File: src/rtl/instr_stream_loader_if.sv
// ----------------------------------------------------------------------------
// instr_stream_loader_if
//   Signal bundle between the host byte link, the loader and the instruction
//   memory write port.
//
//   master : host side. Drives clear, byte_valid and byte_data. Observes
//            byte_ready, the memory write port and the status outputs.
//   slave  : loader side. This is the mirror of master.
//
//   Signals
//     clear        synchronous return to IDLE
//     byte_valid   byte_data is valid
//     byte_data    stream byte, little-endian within a word
//     byte_ready   loader accepts a byte this cycle
//     imem_we      one-cycle write strobe per accepted word
//     imem_addr    write word address
//     imem_wdata   write data
//     loading      high while a program is being loaded
//     done         high after a close word was written
//     error        high after a rejected word
//     word_count   words written since start, including close
// ----------------------------------------------------------------------------
interface instr_stream_loader_if #(
   parameter int ADDR_W = 10
);
   logic              clear;
   logic              byte_valid;
   logic [7:0]        byte_data;
   logic              byte_ready;
   logic              imem_we;
   logic [ADDR_W-1:0] imem_addr;
   logic [31:0]       imem_wdata;
   logic              loading;
   logic              done;
   logic              error;
   logic [ADDR_W:0]   word_count;

   modport master (
      output clear, byte_valid, byte_data,
      input  byte_ready, imem_we, imem_addr, imem_wdata,
             loading, done, error, word_count
   );

   modport slave (
      input  clear, byte_valid, byte_data,
      output byte_ready, imem_we, imem_addr, imem_wdata,
             loading, done, error, word_count
   );
endinterface

File: src/rtl/instr_stream_loader.sv
// ----------------------------------------------------------------------------
// instr_stream_loader
//   Byte-stream instruction loader. Bytes arrive over a valid/ready link. They
//   are packed little-endian into 32-bit words. Each completed word is
//   evaluated one cycle later against the ISA opcode set (instr[31:26]). A
//   start word opens a program. Legal words are then written to instruction
//   memory at sequential addresses until a close word, which is also written.
//   Any illegal word, a second start, or overflow past DEPTH parks the loader
//   in ERROR.
//
//   Ports
//     clk   system clock
//     rst   asynchronous, active-high reset
//     bus   instr_stream_loader_if.slave. It carries the byte link, the clear
//           input, the memory write port and the status outputs.
//
//   Parameters
//     ADDR_W  instruction memory word-address width
//     DEPTH   number of writable words (DEPTH <= 2**ADDR_W)
// ----------------------------------------------------------------------------
module instr_stream_loader #(
   parameter int ADDR_W = 10,
   parameter int DEPTH  = 1024
) (
   input  logic                 clk,
   input  logic                 rst,
   instr_stream_loader_if.slave bus
);

   typedef enum logic [1:0] {
      S_IDLE  = 2'd0,
      S_LOAD  = 2'd1,
      S_DONE  = 2'd2,
      S_ERROR = 2'd3
   } state_t;

   localparam logic [5:0] OP_START = 6'b110010;
   localparam logic [5:0] OP_CLOSE = 6'b110001;

   localparam logic [ADDR_W:0] DEPTH_W = (ADDR_W+1)'(DEPTH);
   localparam logic [ADDR_W:0] ONE_W   = (ADDR_W+1)'(1);

   // The ISA opcode set, start and close included.
   function automatic logic op_legal(input logic [5:0] op);
      logic ok;
      ok = 1'b0;
      case (op)
         6'b000000, 6'b010000, 6'b000100, 6'b001100,
         6'b010001, 6'b010010, 6'b010101, 6'b010110,
         6'b011101, 6'b011110, 6'b100000, 6'b100001,
         6'b100010, 6'b111111, OP_START, OP_CLOSE: ok = 1'b1;
         default:                                  ok = 1'b0;
      endcase
      return ok;
   endfunction

   state_t          state_q, state_d;
   logic [1:0]      idx_q, idx_d;       // next byte lane within the word
   logic [31:0]     word_q, word_d;     // word under assembly / under evaluation
   logic            pend_q, pend_d;     // a full word waits for evaluation
   logic [ADDR_W:0] count_q, count_d;   // words written since start

   logic            ready;
   logic            accept;
   logic            we;
   logic [5:0]      op;

   assign op = word_q[31:26];

   // Bytes are refused while a word is pending. This gives exactly one
   // bubble per word and keeps word_q stable during evaluation. rst gates
   // ready directly so that the link sees 0 for the whole reset pulse.
   assign ready  = ~rst & ~pend_q & ~bus.clear &
                   ((state_q == S_IDLE) | (state_q == S_LOAD));
   assign accept = bus.byte_valid & ready;

   always_comb begin
      state_d = state_q;
      idx_d   = idx_q;
      word_d  = word_q;
      pend_d  = 1'b0;            // a pending word is consumed in its one EVAL cycle
      count_d = count_q;
      we      = 1'b0;

      if (bus.clear) begin
         // clear overrides both a pending word and an offered byte.
         state_d = S_IDLE;
         idx_d   = 2'd0;
         count_d = '0;
      end else begin
         if (accept) begin
            case (idx_q)
               2'd0:    word_d[7:0]   = bus.byte_data;
               2'd1:    word_d[15:8]  = bus.byte_data;
               2'd2:    word_d[23:16] = bus.byte_data;
               default: word_d[31:24] = bus.byte_data;
            endcase
            idx_d = idx_q + 2'd1;          // wraps to 0 after lane 3
            if (idx_q == 2'd3) pend_d = 1'b1;
         end

         if (pend_q) begin
            case (state_q)
               S_IDLE: begin
                  // Everything before a start word is discarded.
                  if (op == OP_START) begin
                     state_d = S_LOAD;
                     count_d = '0;
                  end
               end
               S_LOAD: begin
                  if (op_legal(op) && (op != OP_START) && (count_q < DEPTH_W)) begin
                     we      = 1'b1;
                     count_d = count_q + ONE_W;
                     if (op == OP_CLOSE) state_d = S_DONE;
                  end else begin
                     state_d = S_ERROR;
                  end
               end
               default: ;
            endcase
         end
      end
   end

   always_ff @(posedge clk or posedge rst) begin
      if (rst) begin
         state_q <= S_IDLE;
         idx_q   <= 2'd0;
         word_q  <= '0;
         pend_q  <= 1'b0;
         count_q <= '0;
      end else begin
         state_q <= state_d;
         idx_q   <= idx_d;
         word_q  <= word_d;
         pend_q  <= pend_d;
         count_q <= count_d;
      end
   end

   // The write address is the pre-increment word count. It holds for the
   // write cycle and advances after it. Write data reads as zero when no
   // write is taking place.
   assign bus.byte_ready = ready;
   assign bus.imem_we    = we;
   assign bus.imem_addr  = count_q[ADDR_W-1:0];
   assign bus.imem_wdata = we ? word_q : 32'h0;
   assign bus.loading    = (state_q == S_LOAD);
   assign bus.done       = (state_q == S_DONE);
   assign bus.error      = (state_q == S_ERROR);
   assign bus.word_count = count_q;

endmodule

File: src/flat_wrapper.sv
// flat-port wrapper written by rule: the top's interface ports become plain ports
module instr_stream_loader_flat 
#(
   parameter int ADDR_W = 10,
   parameter int DEPTH  = 1024
)
  (clk, rst, bus_clear, bus_byte_valid, bus_byte_data, bus_byte_ready, bus_imem_we, bus_imem_addr, bus_imem_wdata, bus_loading, bus_done, bus_error, bus_word_count);
  instr_stream_loader_if #(.ADDR_W(ADDR_W)) bus_i ();
  input  logic clk;
  input  logic rst;
  input wire logic [$bits(bus_i.clear)-1:0] bus_clear;
  input wire logic [$bits(bus_i.byte_valid)-1:0] bus_byte_valid;
  input wire logic [$bits(bus_i.byte_data)-1:0] bus_byte_data;
  output wire logic [$bits(bus_i.byte_ready)-1:0] bus_byte_ready;
  output wire logic [$bits(bus_i.imem_we)-1:0] bus_imem_we;
  output wire logic [$bits(bus_i.imem_addr)-1:0] bus_imem_addr;
  output wire logic [$bits(bus_i.imem_wdata)-1:0] bus_imem_wdata;
  output wire logic [$bits(bus_i.loading)-1:0] bus_loading;
  output wire logic [$bits(bus_i.done)-1:0] bus_done;
  output wire logic [$bits(bus_i.error)-1:0] bus_error;
  output wire logic [$bits(bus_i.word_count)-1:0] bus_word_count;
  assign bus_i.clear = bus_clear;
  assign bus_i.byte_valid = bus_byte_valid;
  assign bus_i.byte_data = bus_byte_data;
  assign bus_byte_ready = bus_i.byte_ready;
  assign bus_imem_we = bus_i.imem_we;
  assign bus_imem_addr = bus_i.imem_addr;
  assign bus_imem_wdata = bus_i.imem_wdata;
  assign bus_loading = bus_i.loading;
  assign bus_done = bus_i.done;
  assign bus_error = bus_i.error;
  assign bus_word_count = bus_i.word_count;
  instr_stream_loader #(.ADDR_W(ADDR_W), .DEPTH(DEPTH)) u_core (.clk(clk), .rst(rst), .bus(bus_i));
endmodule
File: config.mk
export PLATFORM = sky130hd
export DESIGN_NAME = instr_stream_loader_flat
export DESIGN_NICKNAME = d
export VERILOG_FILES = /design/src/rtl/instr_stream_loader_if.sv /design/src/rtl/instr_stream_loader.sv /design/src/flat_wrapper.sv
export SDC_FILE = /design/constraint.sdc
export NUM_CORES = 1
export LEC_CHECK = 0
export ABC_CLOCK_PERIOD_IN_PS = 3100
export CAP_MARGIN = 20
export CELL_PAD_IN_SITES_DETAIL_PLACEMENT = 0
export CELL_PAD_IN_SITES_GLOBAL_PLACEMENT = 1
export CORE_ASPECT_RATIO = 0.6
export CORE_MARGIN = 5
export CORE_UTILIZATION = 29
export CTS_CLUSTER_SIZE = 14
export DETAILED_ROUTE_END_ITERATION = 10
export GPL_TIMING_DRIVEN = 0
export HOLD_SLACK_MARGIN = 0.06
export PLACE_DENSITY = 0.67
export SLEW_MARGIN = 5
export SYNTH_ARGS = -nofsm -noshare
export SYNTH_HDL_FRONTEND = slang
export SYNTH_SLANG_ARGS = --single-unit
File: constraint.sdc
create_clock -name clk -period 3.1 [get_ports clk]
set_input_delay 0.62 -clock clk [delete_from_list [all_inputs] [get_ports clk]]
set_output_delay 0.62 -clock clk [all_outputs]
set_load 0.05 [all_outputs]
==> metrics.txt, run 1 <==
status=finished, final reports clean; TritonCTS clock tree=yes; Worst VDD drop=approximately 0.2 mV; synthesized area=2640 um2; crit path capture=bus_imem_wdata[3]; Final nets=344; initial antenna violation count=0; Yosys top cell by area=dfrtp_1; Hold WS=498 ps; crit path cell chain=inv_2 -> ha_1 -> nand2b_1 -> o211ai_1 -> nand2_2 -> nor3_4 -> buf_6 -> and2_1 -> buf_6; Fin. Hold Viols=0; Yosys reg bits=48; Final WS setup=around 110 ps; vias=~2,100; Inst Count DP=429; Site Rows=27; RR Endpoint=u_core.bus.word_count[6]; Hold/Removal Path Class=flip-flop to flip-flop; final HPWL from detailed placement=5340 um; Routed WL per cell=15.9 um; clk_lat worst skew=280 ps; Root Driver=clkbuf_16; Area after DPL=about 3500 um2; final max-slew violation count=0; wire length after detailed routing=6970 um; unrepaired setup endpoints after global routing=true; slew margin rel.=55.5%; top post-synthesis cells by area=dfrtp_1 (45%), mux2_2 (13%), and2_1 (7.8%); most common cell after layout, fill and taps aside=dfrtp_1; initial drt markers=75; vias in the first global route=2,283; core area=about 9000 um2; depth of the most critical reg-to-reg path=7; largest net degree at the start of global routing=28; Total GRT Usage=13.3%; fin cells=439; Static Leak=around 1.7 nW; Synth cell types=41; width of the die=133 um; GP Congestion=0.787; layout cell share with drive strength beyond 1=32.2%; Clock Skew=between 3 and 4 ps; Setup crit end kind=output pin; crit share post-route=96.5%; fillcell total=891; first-pass GRT wire length=11,900 um; P per Cell Area=about 420 nW/um2; most frequent cells in the layout=dfrtp_1 (48), buf_4 (36), clkdlybuf4s50_1 (35); reg2reg start=u_core.word_q[26]; Antenna Cells=0; Hold Crit Depth=1; Req. time, crit path=2480 ps; Clk pin slew, worst setup/hold paths=60 ps; dpl ws=-875 ps; CP Buf/Inv Count=3; area growth from synthesis to layout=39.8%; Buffers on Ports=69; GRT overflow=0; Die Y=84.0 um; Post-DRT Antenna Nets=0; Min Clock Period, post-route=2990 ps; H-Tree Level Count=2; area of the multi-input gates=approximately 1300 um2; starting density of the core=between 20% and 30%; cell mode on critical path=buf_6; drt first pass iters=4; clk sinks=48; WP data arrival=2370 ps; Seq/Total Area, Yosys=about 45%; Syn Nets=between 200 and 300; Post-Syn Area per Cell=10.9 um2; critical path type=flip-flop to output pin; DRC=0; Highest Clock Rate=334 MHz; warnings from Yosys=0; Max-Cap Viols=0; critical path fanouts, max=10; CTS buffer count=5; top cell type's share of synthesized area=45.4%; clk buf depth=2; Critical Path Max Stage Delay=420 ps; I/O pins=70; R2R Setup Slk=690 ps; Worst-Margin Slew=664 ps; drt via density=4.86; CP startpoint kind=flip-flop; cell family with most CP delay=simple AND/OR/NAND/NOR gates; sequential cell area=1200 um2; Crit. Startpoint=u_core.word_q[27]; Die Area=~11,000 um2; Final setup viols=0; Final Instance Area=3690 um2; Post-Syn Instances=243; Worst path slowest cell=dfrtp_1; critical path depth=9
[area by class of cell]
class / count / share of cell area, %
tap: 116 / 3.93
timing repair buffer: 73 / 18.2
buffer: 17 / 3.73
clock buffer: 6 / 3.49
multi-input combinational: 169 / 36.4
clock inverter: 2 / 0.948
sequential: 48 / 32.5
inverter: 8 / 0.813
[timing repair]
item	CTS	global route
hold buffers	0	0
resized for setup	181	67
buffers inserted	3	0
endpoints found under the setup margin	33	33
pin swaps	1	5
[layer usage]
| layer | routed length, um | GRT usage, % | up-vias |
|---|---|---|---|
| met2 | 2920 | 19.8 | 48 |
| met5 | 0 | 0 | - |
| met4 | 45 | 2.61 | 0 |
| met1 | 3680 | 19.2 | 1049 |
| li1 | - | - | 1031 |
| met3 | 322 | 3.80 | 4 |
[through the flow]
stage          setup TNS [ps]  utilization [%]  power [mW]
2_1_floorplan           -1030                -       0.889
3_3_place_gp           -22810             38.7       0.953
3_5_place_dp           -23950             38.9       0.964
4_1_cts                     0             39.9        1.59
5_1_grt                  -615             41.0        1.65
6_report                    0             41.0        1.56
[logic make-up (layout without fill, tap and decap cells)]
logic type	Yosys count	count (layout)	synth area share, %
simple gates	94	94	22.0
flops	48	48	45.4
mux	32	32	13.5
fa+ha+maj	10	10	4.73
compound gates	33	33	8.66
buf+inv	26	106	5.63
[synth_stat cells]
cell,instances
nand3b_1,2
a21oi_1,9
nand2_1,14
mux2_2,30
dfrtp_1,48
a41o_1,1
nand3_2,1
nor3b_1,2
or3_1,3
nand3_1,5
nor3_2,1
and2_1,33
and4_1,4
nor2_1,1
nand4_1,4
o41ai_2,1
inv_1,8
nor2b_1,2
buf_6,1
a21o_1,1
o31ai_1,9
a31oi_1,2
nand2b_1,2
and3b_1,1
nor4_1,3
or4_1,7
or3b_1,1
nand2_2,1
nand4bb_1,1
o211a_1,1
o21ai_0,4
and3_1,3
nor3_1,3
buf_4,10
clkbuf_1,2
mux2i_1,2
ha_1,10
buf_2,5
o211ai_1,3
a41oi_1,1
o311ai_0,1
[power by group]
group          switching, mW  internal, mW  leakage (nW)
sequential            0.0392         0.707         0.626
combinational          0.107         0.105         0.966
clock                  0.225         0.380        0.0808
total                  0.372          1.19          1.67
[sequential cells by signal, summed over array words and instances, names as in the netlist]
name                   cells
u_core.idx_q               2
u_core.word_q             32
u_core.pend_q              1
u_core.bus.word_count     11
u_core.state_q             2
[worst min path at each step]
stage	start	endpoint	slack [ps]
2_1_floorplan	u_core.word_q[24]	u_core.word_q[24]	470
3_3_place_gp	u_core.word_q[12]	u_core.word_q[12]	480
6_report	u_core.word_q[14]	u_core.word_q[14]	500
4_1_cts	u_core.word_q[20]	u_core.word_q[20]	500
3_5_place_dp	u_core.word_q[20]	u_core.word_q[20]	480
5_1_grt	u_core.word_q[18]	u_core.word_q[18]	520
Note: power is estimated with default switching activity, not from simulation.
==> run 2: changes to the inputs <==
CAP_MARGIN = not set   (was 20)
TNS_END_PERCENT = 5   (was not set)
==> run 2 against run 1 <==
Clock skew up 3.1 ps. Global-route usage up 0.056 points. Cell count up 0.91%. Sequential power about the same. First-iteration DRC count up 67%. Sequential cell count unchanged. Worst setup slack better by 15 ps. Routed wire length up 0.47%. Highest routed layer unchanged.
==> metrics.txt, run 2 (synthesis results as in run 1) <==
Fin. Hold Viols=0; initial drt markers=125; Worst VDD drop=between 0.2 and 0.25 mV; fin cells=443; vias in the first global route=about 2,200; Highest Clock Rate=~340 MHz; Max-Cap Viols=0; width of the die=133 um; slew margin rel.=54.4%; DRC=0; Worst path slowest cell=dfrtp_1; reg2reg start=u_core.word_q[26]; layout cell share with drive strength beyond 1=32.1%; Static Leak=1.67 nW; Hold Path Sink=u_core.word_q[12]; Hold Startpoint=u_core.word_q[12]; Hold Crit Depth=1; Hold WS=497 ps; unrepaired setup endpoints after global routing=true; TritonCTS clock tree=yes; Worst-Margin Slew=682 ps; Antenna Cells=0; I/O pins=70; area growth from synthesis to layout=38.9%; drt via density=between 4 and 5; Clk pwr share=35.6%; Req. time, crit path=2480 ps; clk sinks=48; crit share post-route=96.0%; Total GRT Usage=approximately an eighth; final max-slew violation count=0; combinational share of power=approximately 15%; status=finished, final reports clean; Clk pin slew, worst setup/hold paths=70 ps; CTS buffer count=5; WP data arrival=2360 ps; Sw Share=25.7%; Final nets=348; Inst Count DP=429; Routed WL per cell=15.8 um; largest net degree at the start of global routing=26; Die Area=11,200 um2; Seq pwr share=49.6%; starting density of the core=29.3%; critical path type=flip-flop to output pin; largest reg by FF count=u_core.word_q; first-pass GRT wire length=12,100 um; H-Tree Level Count=2; P per Cell Area=a little over 400 nW/um2; Setup crit end kind=output pin; cell-internal power=between 1 and 1.5 mW; Buffers on Ports=69; clk buf depth=2; Die Y=between 80 and 90 um; R2R Setup Slk=670 ps; core area=9020 um2; critical path fanouts, max=10; Clock Skew=7.02 ps; number of flip-flops in the largest register=32; most common cell after layout, fill and taps aside=buf_4; Net Sw Power=388 uW; Final setup viols=0; most frequent cells in the layout=buf_4 (49), dfrtp_1 (48), clkdlybuf4s50_1 (35); GP Congestion=0.751; depth of the most critical reg-to-reg path=7; initial antenna violation count=0; Min Clock Period, post-route=roughly 3000 ps; Post-DRT Antenna Nets=0; vias=between 2,000 and 2,500; crit path cell chain=ha_1 -> o41ai_2 -> or3_1 -> nand3_2 -> nor3_4 -> buf_4 -> and2_1 -> buf_4; wire length after detailed routing=7000 um; Critical Path Max Stage Delay=420 ps; Root Driver=clkbuf_16; RR Endpoint=u_core.bus.word_count[6]; CP startpoint kind=flip-flop; cell mode on critical path=buf_4; fillcell total=892; clk_lat worst skew=290 ps; GRT overflow=0; drt first pass iters=4; Hold Buf Count CTS=0; final HPWL from detailed placement=5300 um; Site Rows=27; Hold/Removal Path Class=flip-flop to flip-flop
run 2: timing repair:
item	in CTS	in global routing
hold endpoints to repair	0	0
setup buffers	0	7
setup endpoints to repair	33	34
pin swaps	0	6
resized for setup	205	9
run 2: final cells by class:
class | instances | area (um2) | share of cell area, %
inverter | 8 | 30.0 | 0.818
buffer | 17 | 124 | 3.37
sequential | 48 | 1200 | 32.7
multi-input combinational | 169 | 1340 | 36.4
clock buffer | 6 | 129 | 3.51
timing repair buffer | 77 | 692 | 18.8
tap | 116 | 145 | 3.95
clock inverter | 2 | 16.3 | 0.443
run 2: power groups by stage:
| stage | sequential, mW | clock [mW] | combinational (mW) |
|---|---|---|---|
| after floorplan | 0.745 | 0 | 0.143 |
| after global placement | 0.755 | 0 | 0.197 |
| after detailed placement | 0.759 | 0 | 0.206 |
| after CTS | 0.747 | 0.555 | 0.210 |
| after global routing | 0.758 | 0.586 | 0.249 |
| final | 0.747 | 0.537 | 0.224 |
run 2: metal layers:
metal / track usage, % / routed length [um]
met1: 20.0 / 3730
met2: 19.4 / 2900
met3: 3.37 / 339
met4: 2.24 / 37
met5: 0 / 0
run 2: worst max-delay path by stage:
stage / start / to / slack, ps / cells past startpoint
6_report: u_core.word_q[26] / bus_imem_wdata[12] / 120 / 8
5_1_grt: u_core.word_q[26] / bus_imem_wdata[12] / -40 / 9
4_1_cts: u_core.word_q[27] / bus_imem_wdata[26] / -100 / 9
3_5_place_dp: bus_clear / bus_imem_wdata[4] / -790 / 8
3_3_place_gp: bus_clear / bus_imem_wdata[12] / -790 / 8
2_1_floorplan: u_core.word_q[26] / bus_imem_wdata[26] / -520 / 7
run 2: critical path, delay by kind of cell, from the launching register on:
| family | cells | cell delay, ps |
|---|---|---|
| and+or+nand+nor | 4 | 690 |
| AOI/OAI and AO/OA | 1 | 300 |
| adders and majority gates | 1 | 250 |
| DFF | 1 | 420 |
| buffers and inverters | 2 | 410 |
run 2: through the flow:
step | setup TNS [ps] | worst slack (ps) | total power [mW] | utilization [%] | instance area [um2]
3_3_place_gp | -22070 | -791 | 0.952 | 38.6 | 3480
3_5_place_dp | -22280 | -791 | 0.965 | 38.8 | 3500
6_report | 0 | 123 | 1.51 | 40.7 | 3670
5_1_grt | -437 | -39.3 | 1.59 | 40.7 | 3670
2_1_floorplan | -6110 | -516 | 0.888 | - | 2640
4_1_cts | -286 | -99.8 | 1.51 | 39.9 | 3600
==> run 3: changes to the inputs <==
ABC_CLOCK_PERIOD_IN_PS = 3900   (was 3100)
clock period = 3.9 ns   (was 3.1 ns; I/O delays follow)
==> run 3 against run 2 <==
Sequential cell count did not move. Die area did not move. Cell count fell by 1.4%. Highest routed layer unchanged.
==> metrics.txt, run 3 (synthesis results as in run 1) <==
status=finished, final reports clean; most common cell after layout, fill and taps aside=dfrtp_1; CP startpoint kind=primary input; Final Instance Area=3570 um2; vias in the first global route=2,181; clk_lat worst skew=290 ps; Final nets=342; fin cells=437; unrepaired setup endpoints after global routing=true; Req. time, crit path=3120 ps; layout cell share with drive strength beyond 1=25.5%; Final setup viols=0; TritonCTS clock tree=yes; Die Area=11,200 um2; initial drt markers=between 100 and 150; drt via density=4.89; initial antenna violation count=0; crit share post-route=94.6%; Buffers on Ports=69; GRT overflow=0; clk buf depth=2; Final Power=approximately 1.2 mW; clk sinks=48; Setup crit end kind=output pin; Clk pin slew, worst setup/hold paths=approximately 60 ps; Clock Skew=7.69 ps; critical path type=primary input to output pin; DRC=0; Worst-Margin Slew=697 ps; largest net degree at the start of global routing=26; Routed WL per cell=15.8 um; vias=2,136; CTS buffer count=5; Die Y=~84 um; P per Cell Area=roughly 330 nW/um2; Area after DPL=about 3500 um2; drt first pass iters=4; Worst VDD drop=between 0.15 and 0.2 mV; Total GRT Usage=13.2%; wire length after detailed routing=6920 um; Fin. Hold Viols=0; final max-slew violation count=0; Static Leak=1.64 nW; Root Driver=clkbuf_16; largest reg by FF count=u_core.word_q; Hold WS=approximately 500 ps; Antenna Cells=0; Highest Clock Rate=between 200 and 300 MHz; width of the die=133 um; final setup TNS=0 ps; H-Tree Level Count=2; I/O pins=70; Max-Cap Viols=0; WP data arrival=around 2900 ps; post-layout util=39.5%; Final WS setup=212 ps; core area=about 9000 um2; Inst Count DP=429; most frequent cells in the layout=dfrtp_1 (48), clkdlybuf4s50_1 (36), and2_1 (33); Post-DRT Antenna Nets=0; starting density of the core=29.3%; first-pass GRT wire length=12,000 um; GP Congestion=0.751; final HPWL from detailed placement=about 5300 um; number of flip-flops in the largest register=32; Min Clock Period, post-route=roughly 3700 ps; Hold Buf Count CTS=0; area growth from synthesis to layout=34.9%; Hold/Removal Path Class=flip-flop to flip-flop; slew margin rel.=53.3%; critical path fanouts, max=10; dpl ws=-311 ps; Site Rows=27
-- run 3: changes by cell type in the layout (fill, tap and decap cells not counted), sizes merged --
cell,previous run,this run
clkbuf,6,26
dlymetal6s2s,1,2
clkdlybuf4s50,35,36
dlygate4sd2,0,2
clkdlybuf4s15,1,11
buf,57,17
-- run 3: what timing repair did --
item	CTS	global route
pin swaps	0	0
resized for setup	41	45
setup endpoints to repair	31	30
cloned	0	0
buffers inserted	0	0
-- run 3: critical path, stage by stage --
cell and delay [ps]:
clkdlybuf4s50_1 550, inv_1 180, and2_1 160, nand2_1 100
nor3_2 210, clkbuf_2 280, and2_1 150, clkdlybuf4s15_1 490
-- run 3: final timing paths --
kind / startpoint / endpoint / slack (ps) / cells after the start
worst max-delay path: bus_clear / bus_imem_wdata[10] / 210 / 8
worst min-delay path: u_core.word_q[12] / u_core.word_q[12] / 500 / 1
worst max register to register: u_core.word_q[26] / u_core.bus.word_count[6] / 1450 / 7
worst min register to register: u_core.word_q[12] / u_core.word_q[12] / 500 / 1
max in group asynchronous: rst / u_core.word_q[28] / 2460 / 3
min in group asynchronous: rst / u_core.word_q[15] / 910 / 2
-- run 3: power breakdown --
| group | leakage [nW] | internal [mW] | switching [mW] | total, mW |
|---|---|---|---|---|
| Sequential | 0.626 | 0.562 | 0.0317 | 0.594 |
| Combinational | 0.944 | 0.0796 | 0.0824 | 0.162 |
| Clock | 0.0671 | 0.239 | 0.186 | 0.425 |
-- run 3: per-layer routing --
layer | up-vias | track usage, % | part of all wire [%]
met5 | - | 0 | 0
met4 | 0 | 2.24 | 0.49
met3 | 4 | 3.49 | 4.3
met2 | 50 | 19.4 | 41
met1 | 1056 | 19.7 | 54
li1 | 1026 | - | -
-- run 3: cell type report --
type | count | area [um2]
fill | 897 | 5450
clock inverter | 2 | 16.3
tap | 116 | 145
sequential | 48 | 1200
multi-input combinational | 169 | 1300
timing repair buffer | 70 | 626
clock buffer | 6 | 129
inverter | 8 | 30.0
buffer | 18 | 121
